`src/rtl/mod_147_3_3_rx_pkg.sv`:
```
// Shared constants for the 10BASE-T1S PCS receive stage: rx_cmd codes,
// 5B control symbols, FSM states and the idle-time symbol classifier.
package mod_147_3_3_rx_pkg;

  typedef enum logic [1:0] {
    CMD_BEACON    = 2'b00,
    CMD_COMMIT    = 2'b01,
    CMD_HEARTBEAT = 2'b10,
    CMD_NONE      = 2'b11
  } rx_cmd_e;

  typedef enum logic [1:0] {
    ST_IDLE = 2'b00,
    ST_SYNC = 2'b01,
    ST_DATA = 2'b10,
    ST_ESD  = 2'b11
  } rx_state_e;

  localparam logic [4:0] SYM_I = 5'b11111;
  localparam logic [4:0] SYM_J = 5'b11000;
  localparam logic [4:0] SYM_K = 5'b10001;
  localparam logic [4:0] SYM_T = 5'b01101;
  localparam logic [4:0] SYM_R = 5'b00111;
  localparam logic [4:0] SYM_H = 5'b00100;
  localparam logic [4:0] SYM_N = 5'b01000;
  localparam logic [4:0] SYM_B = 5'b11001;

  typedef struct packed {
    rx_state_e  st;
    rx_cmd_e    cmd;
    logic       crs;
    logic [2:0] cnt;
  } idle_res_t;

  // What a symbol means when seen outside a frame; also used when SYNC bails out.
  function automatic idle_res_t idle_classify(input logic [4:0] sym);
    idle_res_t r;
    r = '{st: ST_IDLE, cmd: CMD_NONE, crs: 1'b0, cnt: 3'd0};
    case (sym)
      SYM_N: r.cmd = CMD_BEACON;
      SYM_B: r.cmd = CMD_HEARTBEAT;
      SYM_J: r = '{st: ST_SYNC, cmd: CMD_COMMIT, crs: 1'b1, cnt: 3'd1};
      default: ;
    endcase
    return r;
  endfunction

endpackage

```
`src/rtl/mod_147_3_3_dec5b4b.sv`:
```
// Combinational 4B/5B data decoder; is_data=0 for any non-data code group.
module mod_147_3_3_dec5b4b (
  input  logic [4:0] sym,
  output logic [3:0] nibble,
  output logic       is_data
);

  always_comb begin
    nibble  = 4'h0;
    is_data = 1'b1;
    case (sym)
      5'b11110: nibble = 4'h0;
      5'b01001: nibble = 4'h1;
      5'b10100: nibble = 4'h2;
      5'b10101: nibble = 4'h3;
      5'b01010: nibble = 4'h4;
      5'b01011: nibble = 4'h5;
      5'b01110: nibble = 4'h6;
      5'b01111: nibble = 4'h7;
      5'b10010: nibble = 4'h8;
      5'b10011: nibble = 4'h9;
      5'b10110: nibble = 4'hA;
      5'b10111: nibble = 4'hB;
      5'b11010: nibble = 4'hC;
      5'b11011: nibble = 4'hD;
      5'b11100: nibble = 4'hE;
      5'b11101: nibble = 4'hF;
      default:  is_data = 1'b0;
    endcase
  end

endmodule

```
`src/rtl/mod_147_3_3_rx.sv`:
```
// 10BASE-T1S PCS receive: idle command detect, SSD sync, 5B/4B decode,
// ESD/ESDERR termination. All outputs registered, advancing only on strobes.
module mod_147_3_3_rx
  import mod_147_3_3_rx_pkg::*;
#(
  parameter int SYNC_MIN = 2
) (
  input  logic       clk,
  input  logic       reset_n,
  input  logic       pcs_reset,
  input  logic [4:0] rx_sym,
  input  logic       rx_sym_valid,
  output logic [1:0] rx_cmd,
  output logic       RX_DV,
  output logic [3:0] RXD,
  output logic       RX_ER,
  output logic       CRS
);

  localparam logic [2:0] SYNC_MIN_C = 3'(SYNC_MIN);

  rx_state_e  state;
  logic [2:0] sync_cnt;
  logic       last_i;   // previous DATA strobe was I
  logic       esd_err;  // ESDERR seen, frame closes on next strobe

  logic [3:0] nibble;
  logic       is_data;
  idle_res_t  idle_r;

  mod_147_3_3_dec5b4b u_dec (
    .sym     (rx_sym),
    .nibble  (nibble),
    .is_data (is_data)
  );

  assign idle_r = idle_classify(rx_sym);

  always_ff @(posedge clk or negedge reset_n) begin
    if (!reset_n) begin
      state    <= ST_IDLE;
      rx_cmd   <= CMD_NONE;
      RX_DV    <= 1'b0;
      RXD      <= 4'h0;
      RX_ER    <= 1'b0;
      CRS      <= 1'b0;
      sync_cnt <= 3'd0;
      last_i   <= 1'b0;
      esd_err  <= 1'b0;
    end else if (pcs_reset) begin
      state    <= ST_IDLE;
      rx_cmd   <= CMD_NONE;
      RX_DV    <= 1'b0;
      RXD      <= 4'h0;
      RX_ER    <= 1'b0;
      CRS      <= 1'b0;
      sync_cnt <= 3'd0;
      last_i   <= 1'b0;
      esd_err  <= 1'b0;
    end else if (rx_sym_valid) begin
      case (state)
        ST_IDLE: begin
          state    <= idle_r.st;
          rx_cmd   <= idle_r.cmd;
          CRS      <= idle_r.crs;
          sync_cnt <= idle_r.cnt;
          RX_DV    <= 1'b0;
          RX_ER    <= 1'b0;
        end
        ST_SYNC: begin
          if (rx_sym == SYM_J) begin
            rx_cmd <= CMD_COMMIT;
            if (sync_cnt != 3'd7) sync_cnt <= sync_cnt + 3'd1;
          end else if (rx_sym == SYM_K && sync_cnt >= SYNC_MIN_C) begin
            state  <= ST_DATA;
            rx_cmd <= CMD_NONE;
            last_i <= 1'b0;
          end else begin
            // Failed sync: the symbol is reinterpreted as an idle-time symbol.
            state    <= idle_r.st;
            rx_cmd   <= idle_r.cmd;
            CRS      <= idle_r.crs;
            sync_cnt <= idle_r.cnt;
          end
        end
        ST_DATA: begin
          rx_cmd <= CMD_NONE;
          if (rx_sym == SYM_I && last_i) begin
            state    <= ST_IDLE;
            RX_DV    <= 1'b0;
            RX_ER    <= 1'b0;
            CRS      <= 1'b0;
            sync_cnt <= 3'd0;
            last_i   <= 1'b0;
          end else if (is_data) begin
            RXD    <= nibble;
            RX_DV  <= 1'b1;
            RX_ER  <= 1'b0;
            last_i <= 1'b0;
          end else if (rx_sym == SYM_T) begin
            state   <= ST_ESD;
            RX_ER   <= 1'b0;
            last_i  <= 1'b0;
            esd_err <= 1'b0;
          end else begin
            RX_DV  <= 1'b1;
            RX_ER  <= 1'b1;
            last_i <= (rx_sym == SYM_I);
          end
        end
        ST_ESD: begin
          rx_cmd <= CMD_NONE;
          if (esd_err || rx_sym == SYM_R) begin
            state    <= ST_IDLE;
            RX_DV    <= 1'b0;
            RX_ER    <= 1'b0;
            CRS      <= 1'b0;
            sync_cnt <= 3'd0;
            esd_err  <= 1'b0;
          end else begin
            RX_DV   <= 1'b1;
            RX_ER   <= 1'b1;
            esd_err <= 1'b1;
          end
        end
        default: state <= ST_IDLE;
      endcase
    end
  end

endmodule

```
`config.mk`:
```
export PLATFORM = sky130hd
export DESIGN_NAME = mod_147_3_3_rx
export DESIGN_NICKNAME = d
export VERILOG_FILES = /design/src/rtl/mod_147_3_3_rx_pkg.sv /design/src/rtl/mod_147_3_3_dec5b4b.sv /design/src/rtl/mod_147_3_3_rx.sv
export SDC_FILE = /design/constraint.sdc
export NUM_CORES = 1
export LEC_CHECK = 0
export CORE_ASPECT_RATIO = 1.1
export CORE_MARGIN = 4
export CORE_UTILIZATION = 54
export CTS_BUF_LIST = sky130_fd_sc_hd__clkbuf_2
export DETAILED_ROUTE_END_ITERATION = 12
export PLACE_DENSITY = 0.77
export SETUP_SLACK_MARGIN = 0.15
export SLEW_MARGIN = 20
export SYNTH_ARGS = -nofsm -noshare
export SYNTH_HDL_FRONTEND = slang
export SYNTH_HIERARCHICAL = 1
export SYNTH_SLANG_ARGS = --single-unit
```
`constraint.sdc`:
```
create_clock -name clk -period 3.3 [get_ports clk]
set_clock_uncertainty 0.1 [all_clocks]
set_input_delay 0.495 -clock clk [delete_from_list [all_inputs] [get_ports clk]]
set_output_delay 0.495 -clock clk [all_outputs]
set_load 0.01 [all_outputs]
```
; Yosys cells after proc, flatten, opt, wreduce, memory -nomap -nowiden
; Index checks and enable logic that the tools add are counted.
[op_classes]
n_reduce_logical = 20
order_cmp = 1
n_eq_ne = 41
n_addsub = 1
muxes = 66
[op_table]
columns = op, n
row1 = equality test 5 bit (second input constant), 15
row2 = case mux 4 bit (15 select lines), 1
row3 = equality test 5 x 4 -> 1 bit (second input constant), 7
row4 = two-way mux 1 bit, 31
row5 = inequality test 3 bit (second input constant), 9
row6 = two-way mux 2 bit, 12
row7 = two-way mux 4 bit, 6
row8 = two-way mux 3 bit, 7
row9 = AND reduction 5 bit, 4
row10 = inequality test 4 bit (second input constant), 4
row11 = OR reduction 16 bit, 1
row12 = case mux 2 bit (3 select lines), 2
row13 = case mux 3 bit (4 select lines), 1
row14 = case mux 2 bit (4 select lines), 1
row15 = AND reduction 4 bit, 2
row16 = case mux 1 bit (3 select lines), 2
row17 = nonzero test 2 bit, 3
row18 = nonzero test 3 bit, 2
row19 = equality test 5 x 3 -> 1 bit (second input constant), 1
row20 = inequality test 5 bit (second input constant), 1
row21 = equality test 2 bit (second input constant), 2
row22 = case mux 1 bit (2 select lines), 2
row23 = case mux 1 bit (4 select lines), 1
row24 = nonzero test 4 bit, 1
row25 = 10 further kinds, 11
[totals]
output_inout_bits = 9
wordCells = 138
regBits = 16
input_bits = 9

; Depth between registers and ports, before layout
[logic_depth]
depth_word = 8
ltp_mapped = 8
ltp_nobuf = 7

; Hierarchy
; The synthesis kept the hierarchy.
[modules_own_cells]
columns = mod, area_each_um2, seq_area_each_um2, cells_each, n_inst
row1 = mod_147_3_3_rx, 994.7, 402.9, 103, 1
row2 = mod_147_3_3_dec5b4b, 121.4, 0.0, 21, 1

; Least setup slack after synthesis
; Ideal clock, no wire load.
[synth_timing]
path_kind = input -> register
from = in rx_sym[1]
to = reg RX_DV
required_ns = 3.075
path_buffers = 1
slack_ns = 1.307
t_arrival_ns = 1.769
setup_time_ns = 0.125
path_stages = 7
cell_sequence = buf_4 -> o21ai_2 -> o22ai_1 -> nor4_1 -> a21oi_1 -> nor2_1 -> mux2_2
[synth_via]
elab_chain_len = 8
elab_cells_between_ends = 31
cone_classes = eq/ne (20) / mux (7) / reduce/logical (4)
[synth_rtl]
columns = element, line
row1 = "start, declared", mod_147_3_3_rx.sv:11  ; input logic [4:0] rx_sym,
row2 = equality test 5 bit / equality test 5 x 4 -> 1 bit (equally long branches), mod_147_3_3_dec5b4b.sv:11  ; case (sym)
row3 = OR reduction 16 bit (no line) (*), -
row4 = two-way mux 1 bit (*), mod_147_3_3_dec5b4b.sv:11
row5 = via is_data, mod_147_3_3_rx.sv:28  ; logic is_data;
row6 = two-way mux 1 bit, mod_147_3_3_rx.sv:95  ; end else if (is_data) begin
row7 = two-way mux 1 bit, mod_147_3_3_rx.sv:88  ; if (rx_sym == SYM_I && last_i) begin
row8 = case mux 1 bit (3 select lines), mod_147_3_3_rx.sv:61  ; case (state)
row9 = two-way mux 1 bit, mod_147_3_3_rx.sv:60  ; end else if (rx_sym_valid) begin
row10 = two-way mux 1 bit, mod_147_3_3_rx.sv:50  ; end else if (pcs_reset) begin
row11 = "end signal, assigned", mod_147_3_3_rx.sv:53  ; RX_DV <= 1'b0;
row12 = "end signal, assigned", mod_147_3_3_rx.sv:67  ; RX_DV <= 1'b0;
row13 = "end signal, assigned", mod_147_3_3_rx.sv:90  ; RX_DV <= 1'b0;
row14 = "end, declared", mod_147_3_3_rx.sv:14  ; output logic RX_DV,
; Mark *: on every way through the listed nets, which the timed path passes. The rest lies on a longest branch. The select of a mux whose other input is x is not followed.
; A chain may end at the register's enable or synchronous reset.

; Worst setup path in the final report
; Same ends and word-level chain as after synthesis.

==> flow_summary.yaml <==
outcome:
  status: "complete, no violations"
yosys:
  syn-num-nets: 136
  async_flop_share: 1.00
  synth_fa_ha_area_frac: 0.0336
  ys_seq_area_frac: 0.361
  synth_compound_gate_area_share: 0.183
  synth_area_sq_um: 1120
  synth_top_family_by_area: "simple AND/OR/NAND/NOR gates"
  synth_xor_area_frac: 0.0314
  synth_edf_count: 0
  synth.ff_latch_count: 16
  synth-simple-area-share: 0.263
  syn_area_per_cell_sq_um: 9.00
  synthesis.instances: 124
  yosysUniqueCellTypes: 46
  yosys_warnings: 6
  muxShareOfSynthArea: 0.0740
  ys.flop_type: "dfrtp_1"
place:
  dp_hpwl_mm: 1.88
  placed_area_sq_um: 1310
  io_buffers: 17
  gp_congestion: 0.861
clock_network:
  cts_buffer_depth: 2
  ctsResizeCount: 0
  cts_root_buf: "clkbuf_2"
  postCtsSetupBuffers: 0
  numCtsBuffers: 3
  htreeDepth: 1
  holdBufCountCts: 0
  clk_latency_ns: 0.30
  clk_pin_slew_worst_paths_ns: 0.16
  cts.sinks: 16
  tritoncts: "built"
finish:
  layout.nets: 154
  fin_area_sq_um: 1330
  syn_to_final_growth_pct: 18.7
  drive_gt1_frac: 0.121
  antenna_cells: 0
worst_setup_path:
  path_buf_inv: 1
  cp_slowest_cell: "clkdlybuf4s50_1"
  crit_family: "buffers and inverters"
  cp_max_fo: 14
  endpoint_kind: "flip-flop"
  reg2reg_from: "sync_cnt[0]"
  cp_cell_sequence: "clkdlybuf4s50_1, nand2_1, nor2_1, o22ai_1, nor4_1, a21oi_1, nor2_1, mux2_2"
  cp.required_ns: 3.39
  startpoint: "rx_sym[1]"
  crit_type: "input port to flip-flop"
  crit_arrival_ns: 2.78
  max_stage_delay_ns: 0.85
  start_kind: "input port"
  crit_top_cell: "nor2_1"
power_and_ir_drop:
  irDropWorstVdd_uv: 173
  p_leak_nw: 0.553
  power_density_nw_per_um2: 309
routing:
  dr.pass1.iters: 4
  drt_iter0_drc: 35
  drt_wl_total_mm: 2.52
  vias: 985
  post_drt_wl_per_cell_um: 14.9
  drc: 0
  antenna_left: 0
  vias_per_cell: 5.83
hold_path:
  worstHoldStart: "last_i"
  min_path_type: "flip-flop to flip-flop"
timing:
  drv_slew: 0
  fmax_ghz: 0.372
  maxSlewHeadroom: 0.507
  fin_crit_ns: 2.69
  hold_viol_final: 0
  fin_tns_setup_ns: 0
  worstMarginPinSlew_ns: 0.737
  rsz0062_at_grt: "no"
  finalCritPeriodShare: 0.815
  setup_viol_count_final: 0
die:
  num_io_pins: 18
  rows: 17
  die_w_um: 51.3
  die_h_um: 55.7
  core_sq_um: 1980
  initial_core_util: 0.564
  dieArea_sq_um: 2860
global_routing:
  grt_usage: 0.199
  grt_pass1_vias: 1019
  antenna_found_initial: 0
  grt_overflow: 0
  grt_pass1_wl_mm: 4.42
  grt_start_max_net_pins: 22
job:
  drv_cap: 0
## sequential cells by signal, summed over array words and instances, names as in the netlist
signal	flops
RXD	4
sync_cnt	3
rx_cmd	2
state	2
CRS	1
RX_DV	1
RX_ER	1
esd_err	1
last_i	1
## per-layer routing
layer,routed length (um),share of wire,up-vias,global-route usage
li1,-,-,484,-
met1,1020,0.41,462,0.232
met2,1300,0.52,30,0.343
met3,137,0.054,9,0.0483
met4,61,0.024,0,0.0787
met5,0,0,-,0
## power breakdown
part / total [mW] / internal, mW / switching, mW
clock: 0.0886 / 0.0263 / 0.0623
combinational: 0.104 / 0.0456 / 0.0580
sequential: 0.218 / 0.204 / 0.0132
## cells in the final DEF, fill, tap and decap left out, types with 2 or more instances in the layout
cell,n
mux2i_1,6
nor4_1,3
o21ai_1,2
o211ai_1,2
a21oi_1,8
dfrtp_1,14
dfstp_2,2
clkdlybuf4s50_1,17
nand2_1,7
nand3_1,4
o21ai_0,4
and2_1,2
nand4b_1,2
inv_1,7
clkbuf_2,3
nor2_1,18
xnor2_1,3
buf_4,2
nand4_1,2
nand2b_1,3
nor3_1,2
ha_1,3
## cell type report
class                      instances  area (sq um)
inverter                           8          30.0
fill                             165           653
timing repair buffer              19           185
sequential                        16           403
clock buffer                       3          15.0
tap                               28          35.0
multi-input combinational         94           653
clock inverter                     1          3.75
## synth_stat cells, drive strengths merged, types with 3 or more instances
cell | n | share of area
inv | 8 | 0.027
buf | 4 | 0.020
dfrtp | 14 | 0.31
nand2 | 7 | 0.024
nor4 | 3 | 0.017
a21oi | 9 | 0.044
xnor2 | 3 | 0.024
nand4 | 3 | 0.030
nor2 | 18 | 0.061
ha | 3 | 0.034
o21ai | 7 | 0.035
nand2b | 3 | 0.017
nor3 | 4 | 0.033
mux2i | 6 | 0.054
nand3 | 4 | 0.018
## per-stage QoR
step	power (mW)	hold slack, ns	setup slack [ns]	cells	util
2_1_floorplan	0.282	0.0994	1.31	124	-
3_5_place_dp	0.324	0.401	0.375	165	0.660
4_1_cts	0.414	0.438	0.705	169	0.670
3_3_place_gp	0.321	0.402	0.492	165	0.660
5_1_grt	0.435	0.457	0.469	169	0.670
6_report	0.410	0.434	0.612	169	0.670
## worst paths after layout
kind	end	slack (ns)	cells past startpoint
min	last_i	0.43	1
max	RX_DV	0.61	8
min in group asynchronous	sync_cnt[1]	0.51	1
min reg2reg	last_i	0.43	1
max in group asynchronous	RX_DV	2.12	1
max reg2reg	sync_cnt[0]	1.26	6
## kinds of logic after synthesis
| family | Yosys count |
|---|---|
| xor+xnor | 4 |
| fa+ha+maj | 3 |
| flops | 16 |
| simple gates | 51 |
| compound gates | 28 |
| buf+inv | 14 |
| mux | 8 |
Power figures use the tool's default switching activity.
==> edit: new RTL, config.mk and constraints unchanged <==
Register the output `rx_cmd` once more, without a reset; this adds one clock of latency there. The other outputs are not delayed to match.
--- a/src/rtl/mod_147_3_3_rx.sv
+++ b/src/rtl/mod_147_3_3_rx.sv
@@ -19,6 +19,8 @@
 
   localparam logic [2:0] SYNC_MIN_C = 3'(SYNC_MIN);
 
+  logic [1:0] rx_cmd_s0;
+
   rx_state_e  state;
   logic [2:0] sync_cnt;
   logic       last_i;   // previous DATA strobe was I
@@ -39,7 +41,7 @@
   always_ff @(posedge clk or negedge reset_n) begin
     if (!reset_n) begin
       state    <= ST_IDLE;
-      rx_cmd   <= CMD_NONE;
+      rx_cmd_s0 <= CMD_NONE;
       RX_DV    <= 1'b0;
       RXD      <= 4'h0;
       RX_ER    <= 1'b0;
@@ -49,7 +51,7 @@
       esd_err  <= 1'b0;
     end else if (pcs_reset) begin
       state    <= ST_IDLE;
-      rx_cmd   <= CMD_NONE;
+      rx_cmd_s0 <= CMD_NONE;
       RX_DV    <= 1'b0;
       RXD      <= 4'h0;
       RX_ER    <= 1'b0;
@@ -61,7 +63,7 @@
       case (state)
         ST_IDLE: begin
           state    <= idle_r.st;
-          rx_cmd   <= idle_r.cmd;
+          rx_cmd_s0 <= idle_r.cmd;
           CRS      <= idle_r.crs;
           sync_cnt <= idle_r.cnt;
           RX_DV    <= 1'b0;
@@ -69,22 +71,22 @@
         end
         ST_SYNC: begin
           if (rx_sym == SYM_J) begin
-            rx_cmd <= CMD_COMMIT;
+            rx_cmd_s0 <= CMD_COMMIT;
             if (sync_cnt != 3'd7) sync_cnt <= sync_cnt + 3'd1;
           end else if (rx_sym == SYM_K && sync_cnt >= SYNC_MIN_C) begin
             state  <= ST_DATA;
-            rx_cmd <= CMD_NONE;
+            rx_cmd_s0 <= CMD_NONE;
             last_i <= 1'b0;
           end else begin
             // Failed sync: the symbol is reinterpreted as an idle-time symbol.
             state    <= idle_r.st;
-            rx_cmd   <= idle_r.cmd;
+            rx_cmd_s0 <= idle_r.cmd;
             CRS      <= idle_r.crs;
             sync_cnt <= idle_r.cnt;
           end
         end
         ST_DATA: begin
-          rx_cmd <= CMD_NONE;
+          rx_cmd_s0 <= CMD_NONE;
           if (rx_sym == SYM_I && last_i) begin
             state    <= ST_IDLE;
             RX_DV    <= 1'b0;
@@ -109,7 +111,7 @@
           end
         end
         ST_ESD: begin
-          rx_cmd <= CMD_NONE;
+          rx_cmd_s0 <= CMD_NONE;
           if (esd_err || rx_sym == SYM_R) begin
             state    <= ST_IDLE;
             RX_DV    <= 1'b0;
@@ -128,5 +130,9 @@
     end
   end
 
+  always_ff @(posedge clk) begin
+    rx_cmd <= rx_cmd_s0;
+  end
+
 endmodule
 
Check against the original RTL: not equivalent (a bounded check fails within 4 cycles, from zero or initial values and one cycle with reset_n low).
==> edit against the unedited design <==
  * First-iteration DRC count is 14% higher
  * Synthesized area rose by 4.3%
  * Core utilization increased by 0.94 points
  * Cell area rose by 3.6%
  * Power grew 1.3%
  * Largest power group unchanged
  * Sequential cell count grew 2
  * Non-clock buffer count is 2 higher
  * Clock power rose by 13%
  * Worst setup slack gained 220 ps
  * Routed wire length increased by 2.2%
==> edit: results <==
outcome:
  outcome: "finished, final reports clean"
route:
  wirelength_um: 2570
  first_iter_violations: 40
  wl_per_cell_um: 14.9
  vias: 1028
worst_setup_path:
  cp_max_fo: 11
  r2r_cells: 6
  slowest_delay_ps: 690
  r2r-start: "sync_cnt[0]"
  r2r_setup_slack_ps: 1300
  slowest_stage: "clkdlybuf4s50_1"
  worstReg2RegEnd: "sync_cnt[0]"
  arrival_ps: 2590
  cpLargestDelayFamily: "simple AND/OR/NAND/NOR gates"
final_layout:
  reg_top3: "RXD: 4 flops, sync_cnt: 3 flops"
  final_nets: 158
  drive_above_1_share_pct: 13.8
clock_network:
  cts_max_path_buffers: 2
  htreeDepth: 1
  clk_pin_slew_worst_paths_ps: 190
  cts.repair.resized: 0
  cts-root-buf: "clkbuf_2"
grt:
  grt_pass1_wl_um: 4330
  track_usage_pct: 19.2
  grt_max_degree: 17
  grt_pass1_vias: 960
timing:
  tightestPinTransition_ps: 750
worst_hold_path:
  hold_depth: 0
  min-delay-start: "rx_cmd_s0[1]"
  hp-class: "reg -> reg"
  hold_path_end: "rx_cmd[1]"
placed_design:
  place_area_sq_um: 1350
  place_hpwl_um: 1870
  routabilityCongestion: 0.831
  port_buffers: 17
  dpl.cell_count: 169
logic_synthesis:
  ys_seq_area_share_pct: 38.1
  synth-compound-area-share_pct: 20.3
  synth_common_cells: "dfrtp_1, nor2_1, nand2_1"
  async_flop_share_pct: 88.9
  synth_xor_xnor_area_share_pct: 3.01
  synth_fp_nets: 137
  synthMuxAreaShare_pct: 4.41
  syn_area_per_cell_sq_um: 9.31
  ys_warn_count: 6
  synth.distinct_cells: 49
  ys_top_cells_by_area: "dfrtp_1, dfstp_2, nor2_1"
  synthAdderAreaFrac_pct: 3.23
power_and_ir_drop:
  p_leak_nw: 0.648
  ir_worst_vdd_mv: 0.241
-- edit: changes by cell type in the layout (fill, tap and decap cells not counted), moves of 2 or more --
cell and change:
a21oi_1 -4, a22o_1 +2, o21ai_1 -2, buf_4 +2, nor2_1 -4, nand2_1 +5, dfxtp_1 +2, and3_2 +2
nand4b_1 -2, nand4_1 +3, mux2i_1 -2
-- edit: through the flow --
| step | worst slack [ps] | hold slack [ps] |
|---|---|---|
| floorplan | 1310 | 99.4 |
| global placement | 564 | 298 |
| detailed placement | 494 | 300 |
| CTS | 848 | 323 |
| global route | 670 | 331 |
| finish | 832 | 321 |
-- edit: kinds of logic (layout without fill, tap and decap cells) --
kind of cell               Yosys count  after routing
buffers and inverters               12             32
and+or+nand+nor                     54             54
adders and majority gates            3              3
muxes                                5              5
AOI/OAI and AO/OA                   29             29
xor gates and xnor gates             4              4
DFF                                 18             18
-- edit: how the worst max path moves through the flow --
stage	endpoint	start	cells after the start
finish	RX_DV	rx_sym[2]	8
global route	RX_DV	rx_sym[2]	8
CTS	RX_DV	rx_sym[2]	8
detailed placement	RX_DV	rx_sym[2]	8
global placement	RX_DV	rx_sym[2]	8
floorplan	RX_DV	rx_sym[1]	7
-- edit: area by class of cell --
type | count | area [sq um]
Multi-Input combinational cell | 95 | 649
Fill cell | 169 | 648
Sequential cell | 18 | 443
Timing Repair Buffer | 21 | 200
Tap cell | 28 | 35.0
Inverter | 7 | 26.3
Clock buffer | 3 | 15.0
Clock inverter | 1 | 3.75
-- edit: layer usage --
layer  part of all wire (%)  wire (um)  GRT usage [%]  vias to the layer above
li1                       -          -              -                      500
met1                     44       1130           23.6                      489
met2                     48       1250           31.8                       33
met3                    6.1        157           3.71                        6
met4                    1.3         34           8.39                        0
met5                      0          0              0                        -
-- edit: report_power, final --
| group | switching [mW] | internal (mW) |
|---|---|---|
| Clock | 0.0736 | 0.0264 |
| Sequential | 0.00519 | 0.226 |
| Combinational | 0.0466 | 0.0378 |
